## src/rtl/grey_fb_pkg.sv

```systemverilog
// Shared definitions for the greyscale frame buffer (writer and reader sides).
// A BRAM word packs PIX_PER_WORD 8-bit luma samples; the oldest pixel sits in
// the most significant byte. Pixels are stored in raster order, and a word may
// span the end of a line.
package grey_fb_pkg;

  localparam int H_PIXELS     = 320;
  localparam int V_LINES      = 240;
  localparam int PIX_PER_WORD = 6;
  localparam int PIX_WIDTH    = 8;
  localparam int WORD_WIDTH   = PIX_PER_WORD * PIX_WIDTH;

  // Words needed to hold an h x v frame. The final word may be partly unused.
  function automatic int num_words(input int h, input int v);
    return (h * v + PIX_PER_WORD - 1) / PIX_PER_WORD;
  endfunction

  localparam int NUM_WORDS = num_words(H_PIXELS, V_LINES);

  typedef enum logic [1:0] {
    IDLE = 2'd0,
    RUN  = 2'd1,
    DONE = 2'd2
  } reader_state_t;

endpackage

```

## src/rtl/grey_word_fifo.sv

```systemverilog
// Small synchronous FIFO that holds packed frame words returned by the BRAM.
// Ports:
//   clk, rst_n  clock and asynchronous active-low reset (empties the FIFO)
//   push, wdata write one word (ignored when full)
//   pop         drop the head word (ignored when empty)
//   rdata       head word, meaningful while !empty
//   empty       no words held
//   count       number of words held (0..DEPTH)
module grey_word_fifo
  import grey_fb_pkg::*;
#(
  parameter int DEPTH = 3,
  parameter int WIDTH = WORD_WIDTH,
  localparam int CW = $clog2(DEPTH + 1),
  localparam int PW = (DEPTH > 1) ? $clog2(DEPTH) : 1
) (
  input  logic             clk,
  input  logic             rst_n,
  input  logic             push,
  input  logic [WIDTH-1:0] wdata,
  input  logic             pop,
  output logic [WIDTH-1:0] rdata,
  output logic             empty,
  output logic [CW-1:0]    count
);

  localparam logic [PW-1:0] PTR_LAST = PW'(DEPTH - 1);
  localparam logic [CW-1:0] CNT_FULL = CW'(DEPTH);

  logic [WIDTH-1:0] mem_q [DEPTH];
  logic [WIDTH-1:0] mem_d [DEPTH];
  logic [PW-1:0]    wr_ptr_q, wr_ptr_d;
  logic [PW-1:0]    rd_ptr_q, rd_ptr_d;
  logic [CW-1:0]    count_q, count_d;
  logic             push_ok, pop_ok;

  always_comb begin
    push_ok  = push && (count_q != CNT_FULL);
    pop_ok   = pop && (count_q != '0);
    mem_d    = mem_q;
    wr_ptr_d = wr_ptr_q;
    rd_ptr_d = rd_ptr_q;
    count_d  = count_q;

    if (push_ok) begin
      mem_d[wr_ptr_q] = wdata;
      wr_ptr_d = (wr_ptr_q == PTR_LAST) ? '0 : wr_ptr_q + PW'(1);
    end
    if (pop_ok) begin
      rd_ptr_d = (rd_ptr_q == PTR_LAST) ? '0 : rd_ptr_q + PW'(1);
    end
    if (push_ok && !pop_ok) begin
      count_d = count_q + CW'(1);
    end else if (pop_ok && !push_ok) begin
      count_d = count_q - CW'(1);
    end
  end

  always_ff @(posedge clk or negedge rst_n) begin
    if (!rst_n) begin
      for (int i = 0; i < DEPTH; i++) begin
        mem_q[i] <= '0;
      end
      wr_ptr_q <= '0;
      rd_ptr_q <= '0;
      count_q  <= '0;
    end else begin
      mem_q    <= mem_d;
      wr_ptr_q <= wr_ptr_d;
      rd_ptr_q <= rd_ptr_d;
      count_q  <= count_d;
    end
  end

  assign rdata = mem_q[rd_ptr_q];
  assign empty = (count_q == '0);
  assign count = count_q;

endmodule

```

## src/rtl/grey_frame_reader.sv

```systemverilog
// Reads one greyscale frame out of the packed frame BRAM and emits it as a
// raster-ordered stream, one 8-bit luma pixel per transfer.
// Ports:
//   clk_pixel_in, rst_n_in  pixel clock, asynchronous active-low reset
//   start_in                one-cycle pulse, starts a frame when idle
//   addr_out, rd_en_out     BRAM read request (address = word index)
//   rd_data_in              BRAM data, READ_LATENCY cycles after rd_en_out
//   pixel_out, h_out, v_out pixel and its column/row
//   pixel_valid_out         pixel and markers valid
//   pixel_ready_in          downstream accepts
//   sof_out/eol_out/eof_out first pixel / last of line / last of frame
//   busy_out, done_out      frame in progress / one-cycle end pulse
//   state_dbg_out           current FSM state
//
// Stream handshake: a transfer happens on a clock edge where pixel_valid_out
// and pixel_ready_in are both high. While valid is high and ready is low, the
// pixel, coordinates and markers hold their values; valid never drops
// without a transfer.
//
// Fetch uses credits: a read is only issued when the FIFO is guaranteed to
// have a free slot for it on return, counting words still in the BRAM
// pipeline. The FIFO therefore never overflows and the BRAM needs no stall.
module grey_frame_reader
  import grey_fb_pkg::*;
#(
  parameter int H_PIXELS     = grey_fb_pkg::H_PIXELS,
  parameter int V_LINES      = grey_fb_pkg::V_LINES,
  parameter int ADDR_WIDTH   = 17,
  parameter int READ_LATENCY = 2
) (
  input  logic                  clk_pixel_in,
  input  logic                  rst_n_in,
  input  logic                  start_in,
  output logic [ADDR_WIDTH-1:0] addr_out,
  output logic                  rd_en_out,
  input  logic [WORD_WIDTH-1:0] rd_data_in,
  output logic [7:0]            pixel_out,
  output logic [10:0]           h_out,
  output logic [9:0]            v_out,
  output logic                  pixel_valid_out,
  input  logic                  pixel_ready_in,
  output logic                  sof_out,
  output logic                  eol_out,
  output logic                  eof_out,
  output logic                  busy_out,
  output logic                  done_out,
  output reader_state_t         state_dbg_out
);

  localparam int FIFO_DEPTH  = READ_LATENCY + 1;
  localparam int FRAME_WORDS = num_words(H_PIXELS, V_LINES);
  localparam int CW          = $clog2(FIFO_DEPTH + 1);
  localparam int IW          = $clog2(READ_LATENCY + 1);

  localparam logic [ADDR_WIDTH-1:0] WORDS_A = ADDR_WIDTH'(FRAME_WORDS);
  localparam logic [10:0]           H_LAST  = 11'(H_PIXELS - 1);
  localparam logic [9:0]            V_LAST  = 10'(V_LINES - 1);
  localparam logic [2:0]            LANE_LAST = 3'(PIX_PER_WORD - 1);

  reader_state_t           state_q, state_d;
  logic [ADDR_WIDTH-1:0]   issued_q, issued_d;
  logic [READ_LATENCY-1:0] vld_sr_q, vld_sr_d;
  logic [2:0]              lane_q, lane_d;
  logic [10:0]             h_q, h_d;
  logic [9:0]              v_q, v_d;

  logic [WORD_WIDTH-1:0]   head_word;
  logic [WORD_WIDTH-1:0]   head_shift;
  logic                    fifo_empty;
  logic [CW-1:0]           fifo_count;
  logic [IW-1:0]           inflight;
  logic                    in_run;
  logic                    rd_en;
  logic                    valid;
  logic                    xfer;
  logic                    at_eol;
  logic                    at_last;
  logic                    pop;
  logic                    push;

  grey_word_fifo #(
    .DEPTH (FIFO_DEPTH),
    .WIDTH (WORD_WIDTH)
  ) u_fifo (
    .clk   (clk_pixel_in),
    .rst_n (rst_n_in),
    .push  (push),
    .wdata (rd_data_in),
    .pop   (pop),
    .rdata (head_word),
    .empty (fifo_empty),
    .count (fifo_count)
  );

  always_comb begin
    inflight = '0;
    for (int i = 0; i < READ_LATENCY; i++) begin
      inflight = inflight + IW'(vld_sr_q[i]);
    end

    in_run  = (state_q == RUN);
    valid   = in_run && !fifo_empty;
    xfer    = valid && pixel_ready_in;
    at_eol  = (h_q == H_LAST);
    at_last = at_eol && (v_q == V_LAST);
    // The final word may carry unused lanes; it is popped at the last pixel.
    pop     = xfer && ((lane_q == LANE_LAST) || at_last);
    // Oldest stage of the return pipeline lines up with rd_data_in.
    push    = vld_sr_q[READ_LATENCY-1];
    rd_en   = in_run && (issued_q < WORDS_A) &&
              ((int'(fifo_count) + int'(inflight)) < FIFO_DEPTH);

    state_d  = state_q;
    issued_d = issued_q;
    lane_d   = lane_q;
    h_d      = h_q;
    v_d      = v_q;
    vld_sr_d = (vld_sr_q << 1) | READ_LATENCY'(rd_en);

    case (state_q)
      IDLE: begin
        if (start_in) begin
          state_d  = RUN;
          issued_d = '0;
          lane_d   = '0;
          h_d      = '0;
          v_d      = '0;
        end
      end
      RUN: begin
        if (rd_en) begin
          issued_d = issued_q + ADDR_WIDTH'(1);
        end
        if (xfer) begin
          lane_d = pop ? 3'd0 : lane_q + 3'd1;
          if (at_eol) begin
            h_d = '0;
            v_d = at_last ? 10'd0 : v_q + 10'd1;
          end else begin
            h_d = h_q + 11'd1;
          end
          if (at_last) begin
            state_d = DONE;
          end
        end
      end
      DONE: begin
        state_d  = IDLE;
        issued_d = '0;
      end
      default: begin
        state_d = IDLE;
      end
    endcase
  end

  always_ff @(posedge clk_pixel_in or negedge rst_n_in) begin
    if (!rst_n_in) begin
      state_q  <= IDLE;
      issued_q <= '0;
      vld_sr_q <= '0;
      lane_q   <= '0;
      h_q      <= '0;
      v_q      <= '0;
    end else begin
      state_q  <= state_d;
      issued_q <= issued_d;
      vld_sr_q <= vld_sr_d;
      lane_q   <= lane_d;
      h_q      <= h_d;
      v_q      <= v_d;
    end
  end

  // Bring the current lane into the top byte of the word.
  assign head_shift = head_word << {lane_q, 3'b000};

  assign addr_out        = issued_q;
  assign rd_en_out       = rd_en;
  assign pixel_valid_out = valid;
  assign pixel_out       = valid ? head_shift[WORD_WIDTH-1 -: 8] : 8'd0;
  assign h_out           = h_q;
  assign v_out           = v_q;
  assign sof_out         = valid && (h_q == 11'd0) && (v_q == 10'd0);
  assign eol_out         = valid && at_eol;
  assign eof_out         = valid && at_last;
  assign busy_out        = in_run;
  assign done_out        = (state_q == DONE);
  assign state_dbg_out   = state_q;

endmodule

```

## config.mk

```make
export PLATFORM = sky130hd
export DESIGN_NAME = grey_frame_reader
export DESIGN_NICKNAME = d
export VERILOG_FILES = /design/src/rtl/grey_fb_pkg.sv /design/src/rtl/grey_word_fifo.sv /design/src/rtl/grey_frame_reader.sv
export SDC_FILE = /design/constraint.sdc
export NUM_CORES = 1
export LEC_CHECK = 0
export CAP_MARGIN = 25
export CORE_MARGIN = 2
export CORE_UTILIZATION = 40
export DETAILED_ROUTE_END_ITERATION = 8
export SETUP_SLACK_MARGIN = 0.05
export SYNTH_ARGS = -nofsm -noshare
export SYNTH_HDL_FRONTEND = slang
export SYNTH_SLANG_ARGS = --single-unit
export TNS_END_PERCENT = 5
```

## constraint.sdc

```tcl
create_clock -name clk_pixel_in -period 5.6 [get_ports clk_pixel_in]
set_input_delay 1.68 -clock clk_pixel_in [delete_from_list [all_inputs] [get_ports clk_pixel_in]]
set_output_delay 1.68 -clock clk_pixel_in [all_outputs]
set_load 0.05 [all_outputs]
```

* Word-level counts from Yosys, hierarchy flattened
Cells that the tools add are included.
** Word-level totals
- Flip-flop bits (word level) :: 195
- Input bits :: 52
- Output and inout bits :: 55
- Word-level logic and storage cells :: 106
** Operators by class
- $add $sub $neg :: 10
- $lt $le $gt $ge :: 5
- Equality and inequality tests :: 13
- Shifts and indexed selects :: 1
- Mux-type cells :: 31
- Bitwise operators :: 3
- Reduce and logical (&&, ||, !) cells :: 31
** Operators with widths (count)
- $bwmux 144 :: 1
- $mux 48 :: 3
- $bmux 48 s2 :: 1
- $demux 48 s2 :: 1
- $pmux 17 s3 :: 1
- $shl 48x6->48 :: 1
- $mux 10 :: 4
- $mux 17 :: 2
- $mux 11 :: 3
- $pmux 11 s2 :: 1
- $pmux 10 s2 :: 1
- $add 17x1->17 const B :: 1
- $lt 17x14->1 const B :: 1
- $logic_and 1x1->1 :: 15
- $mux 2 :: 7
- $add 11x1->11 const B :: 1
- $eq 11x9->1 const B :: 1
- $logic_not 11->1 :: 1
- $add 10x1->10 const B :: 1
- $eq 10x8->1 const B :: 1
- $logic_not 10->1 :: 1
- $mux 3 :: 3
- $reduce_and 3->1 :: 3
- $mux 8 :: 1
- 23 further kinds :: 38

* Longest topological paths before layout
- Word-level depth :: 9
- Mapped depth :: 10
- Depth with buffers taken out :: 10

* Modules after synthesis
A second synthesis with hierarchy kept.
** Unflattened totals
- Cells, all modules :: 804
- Area total of the unflattened synthesis :: 9520.4 um^2
** By module, submodules not included
- grey_word_fifo :: times used 1, cells an instance 492, area an instance 6600.1 um^2, seq. area each 3753.6 um^2
- grey_frame_reader :: times used 1, cells an instance 312, area an instance 2920.3 um^2, seq. area each 1126.1 um^2

* Least setup slack after synthesis
OpenSTA, ideal clock, no wires.
- Kind :: reg-to-output
- From :: reg h_q[7], in the netlist h_out[7]
- To :: out sof_out
- Data arrival time :: 3.154 ns
- Required time :: 3.920 ns
- Slack :: 0.766 ns
- Cell stages (with the launch flop) :: 5
- Buffers on the path :: 1
- Path through :: dfrtp_1 -> buf_6 -> or4_4 -> or3_1 -> nor4_1
** On the way
- Word-level cells in the longest chain between the ends :: 3
** Ends and longest elaborated chain
- from (decl) :: line grey_frame_reader.sv:64 : logic [10:0] h_q, h_d;
- from (signal assigned) :: line grey_frame_reader.sv:163 : h_q <= '0;
- from (signal assigned) :: line grey_frame_reader.sv:170 : h_q <= h_d;
- $logic_not 11->1 :: line grey_frame_reader.sv:184 : assign sof_out = valid && (h_q == 11'd0) && (v_q == 10'd0);
- $logic_and 1x1->1 (2 in a row) :: line grey_frame_reader.sv:184
- to (decl) :: line grey_frame_reader.sv:42 : output logic sof_out,
Every way passes these cells.

* Worst setup path after layout
- From :: reg u_fifo.count_q[0], in the netlist u_fifo.count[0]
- To :: out rd_en_out
** On the way
- Word-level cells in the longest chain between the ends :: 3
** Ends and longest elaborated chain
- from (decl) :: line grey_word_fifo.sv:34 : logic [CW-1:0] count_q, count_d;
- from (signal assigned) :: line grey_word_fifo.sv:71 : count_q <= count_d;
- $add 2x2->3 :: line grey_frame_reader.sv:111 : ((int'(fifo_count) + int'(inflight)) < FIFO_DEPTH);
- $lt 3x2->1 :: line grey_frame_reader.sv:111
- $logic_and 1x1->1 :: line grey_frame_reader.sv:110 : rd_en = in_run && (issued_q < WORDS_A) &&
- to (decl) :: line grey_frame_reader.sv:35 : output logic rd_en_out,
Every way passes these cells.

==> summary.txt <==
Setup path
  – Worst EP arrival: approximately 3400 ps
  – Setup crit end kind: output port
  – Worst-path fanout max: 13
  – Crit path kind: reg2out
  – Worst endpoint required time: about 4000 ps
  – Startpoint types: flip-flop

STA
  – Endpoints failing hold: 0
  – FMAX: slightly below 200 MHz
  – Slew Viols, Final: 0
  – Slew at the pin with the worst max-slew slack: approximately 900 ps
  – Final setup TNS: 0 ps
  – Final setup fails: 0
  – Setup ws final: between 500 and 600 ps
  – Unrepaired setup endpoints after global routing: no
  – Relative slew margins: between 30% and 40%
  – Final setup skew: ~9.7 ps
  – Period utilization: roughly 90%
  – Tmin final: roughly 5000 ps

Synthesis
  – Top cells by area, synth: dfrtp_1 (52%), mux2_2 (18%), mux2i_1 (5.3%)
  – Yosys warnings: 0
  – Synth Area in XOR/XNOR: 1.13%
  – Largest family of logic cells by synthesized area: multiplexers
  – Post-Syn Area: slightly above 9000 sq um
  – Synth Area per Inst: ~12 sq um
  – Post-synthesis mux area share: 23.7%
  – Post-synthesis adder-cell area fraction: around 1.4%
  – Share of the synthesized area in the top cell type: 52.4%
  – Post-synth EDFFs: 0
  – Mapped Cells: 809
  – Asr flop ratio synth: between 90% and 100%
  – Netlist cell types: 46
  – Compound-Gate Fraction of Synth Area: 8.16%
  – Top cell type by total area after synthesis: dfrtp_1
  – Most common cell in the netlist: dfrtp_1
  – Synth Register Bits: approximately 200
  – Synth Net Count: about 870
  – Simple-gate share of the synthesized area: 10.6%
  – Post-synth top cells: dfrtp_1 (195), mux2_2 (146), nand2_1 (71)
  – Register area share after synthesis: a little over half
  – Synth Flop Type: dfrtp_1

GRT
  – First-pass GRT wire length: 35500 um
  – Vias in the first global route: 6459
  – Largest net degree at the start of global routing: between 100 and 150
  – Grt total ovfl: 0
  – Tot GR Track Use: between 10% and 20%
  – Antenna violations before repair: 0

Clock network
  – Worst skew pair latency: approximately 440 ps
  – # H-tree levels: 4
  – CTS tree: done
  – Root Driver: clkbuf_16
  – Clk slew on worst S/H paths: about 70 ps
  – Clock Path Buffers: 2
  – # hold bufs at CTS: 0
  – Clock tree sinks: roughly 200
  – CTS Buf Count: 17

Place
  – GP Congestion: ~0.80
  – Port Buf Inserts: ~110
  – Dpl hpwl: 14200 um
  – DP Worst Slack: approximately 650 ps

Route
  – Total number of vias: about 6.6k
  – Drt drc: 0
  – Number of routed nets with antenna violations: 0
  – Final WL: roughly 22000 um
  – WL per Instance: between 15 and 20 um
  – Drt pass-1 iters: 5
  – Vias/cell: 5.49
  – Number of DRC markers in iteration 0: about 300

Die
  – Core Footprint: ~23000 sq um
  – Die H: around 160 um
  – Die area: about 25000 sq um
  – Initial core utilization: between 40% and 50%
  – Ports: approximately 110
  – Row cnt: 55
  – Chip Width: about 160 um

Run status
  – Run status: complete, no violations

Power and ir drop
  – Leak pwr: between 4 and 5 nW
  – Power Total: about 7 mW
  – Worst vdd ir: between 0.6 and 0.7 mV
  – P per Cell Area: roughly 600 nW/um^2

Cells and area
  – Area grow syn2layout: 20.8%
  – Antenna cells: 0
  – Final #Nets: a little under 1k
  – Layout cells sized above 1: 23.1%

Job
  – Max cap viols: 0

Hold path
  – Worst min path class: reg2reg
## cell families after synthesis
kind of cell	count (synthesis)
multiplexers	198
XOR/XNOR	12
AND/OR/NAND/NOR	206
buffers and inverters	61
AO/OA/AOI/OAI	127
adder cells (fa/ha/maj)	10
flip-flops	195
## metal layers
layer	part of all wire, %	up-vias	track usage, %	wire [um]
met5	0	-	0	0
met4	1.2	0	4.28	258
li1	-	3099	-	-
met3	4.0	30	3.35	884
met2	46	146	29.2	10100
met1	49	3295	26.9	10800
## sequential cells by signal, summed over array words and instances, names as in the netlist
register,count
lane_q,3
u_fifo.rd_ptr_q,2
h_out,11
u_fifo.wr_ptr_q,2
vld_sr_q,2
state_dbg_out,2
addr_out,17
u_fifo.count,2
v_out,10
u_fifo.mem_q,144
## repair_timing
action | CTS | global route
setup buffers | 0 | 0
endpoints found under the setup margin | 0 | 1
resized for setup | 0 | 1
## power breakdown
part           leakage (nW)  internal [mW]  switching [mW]
logic                  1.99           1.37            1.74
registers              2.29           2.05           0.446
clock network         0.281          0.633           0.562
## critical path: stages (launching register included)
cell and delay [ps]:
dfrtp_1 470, fa_1 430, ha_1 180, or4_1 410, or4_1 690, inv_1 280
dlymetal6s2s_1 460
## layout by cell type, fill, tap and decap left out, types with 2 or more instances in the layout
master / n
mux2i_1: 49
nand2_2: 2
nor3_1: 12
nand2b_1: 2
o31ai_1: 6
inv_6: 4
or4_1: 5
buf_4: 18
dfrtp_1: 194
o2bb2ai_1: 3
a21o_1: 4
inv_8: 2
a21oi_1: 21
nand4_1: 13
nor2b_1: 2
inv_1: 13
o211ai_1: 21
buf_12: 3
ha_1: 9
o21ai_0: 58
nand2_1: 69
clkinv_2: 2
nor2_1: 32
nand3_1: 35
xor2_1: 2
mux2_2: 146
or2_2: 3
xnor2_1: 10
and2_1: 7
nor4_1: 7
clkbuf_16: 17
o22ai_1: 3
and3_1: 3
nor3b_1: 2
or3_1: 7
mux4_2: 3
clkdlybuf4s50_1: 96
clkbuf_8: 2
clkinv_4: 3
a31oi_1: 4
## cell type report
class	count	area [sq um]
timing repair buffer	119	1180
inverter	14	52.6
tap	285	357
clock buffer	18	439
clock inverter	12	124
sequential	195	4880
multi-input combinational	553	4200
fill	2027	11500
## worst paths after layout
path	slack [ps]	startpoint	end	cells after the start
max	560	u_fifo.count[0]$_DFFE_PN0P_	rd_en_out	6
min	430	vld_sr_q[0]$_DFF_PN0_	vld_sr_q[1]$_DFF_PN0_	0
max reg2reg	2600	u_fifo.count[0]$_DFFE_PN0P_	addr_out[12]$_DFFE_PN0P_	7
min reg2reg	430	vld_sr_q[0]$_DFF_PN0_	vld_sr_q[1]$_DFF_PN0_	0
max in group asynchronous	3350	rst_n_in	u_fifo.mem_q[72]$_DFFE_PN0P_	2
min in group asynchronous	1330	rst_n_in	addr_out[6]$_DFFE_PN0P_	1
## metrics by stage
stage	area, sq um	hold slack [ps]	cells	utilization, %
floorplan	9310	392	809	-
finish	11200	427	1196	49.5
global route	11200	451	1196	49.5
CTS	11200	438	1196	49.5
global placement	10700	404	1166	47.0
detailed placement	10700	411	1166	47.0
Power figures use the tool's default switching activity.
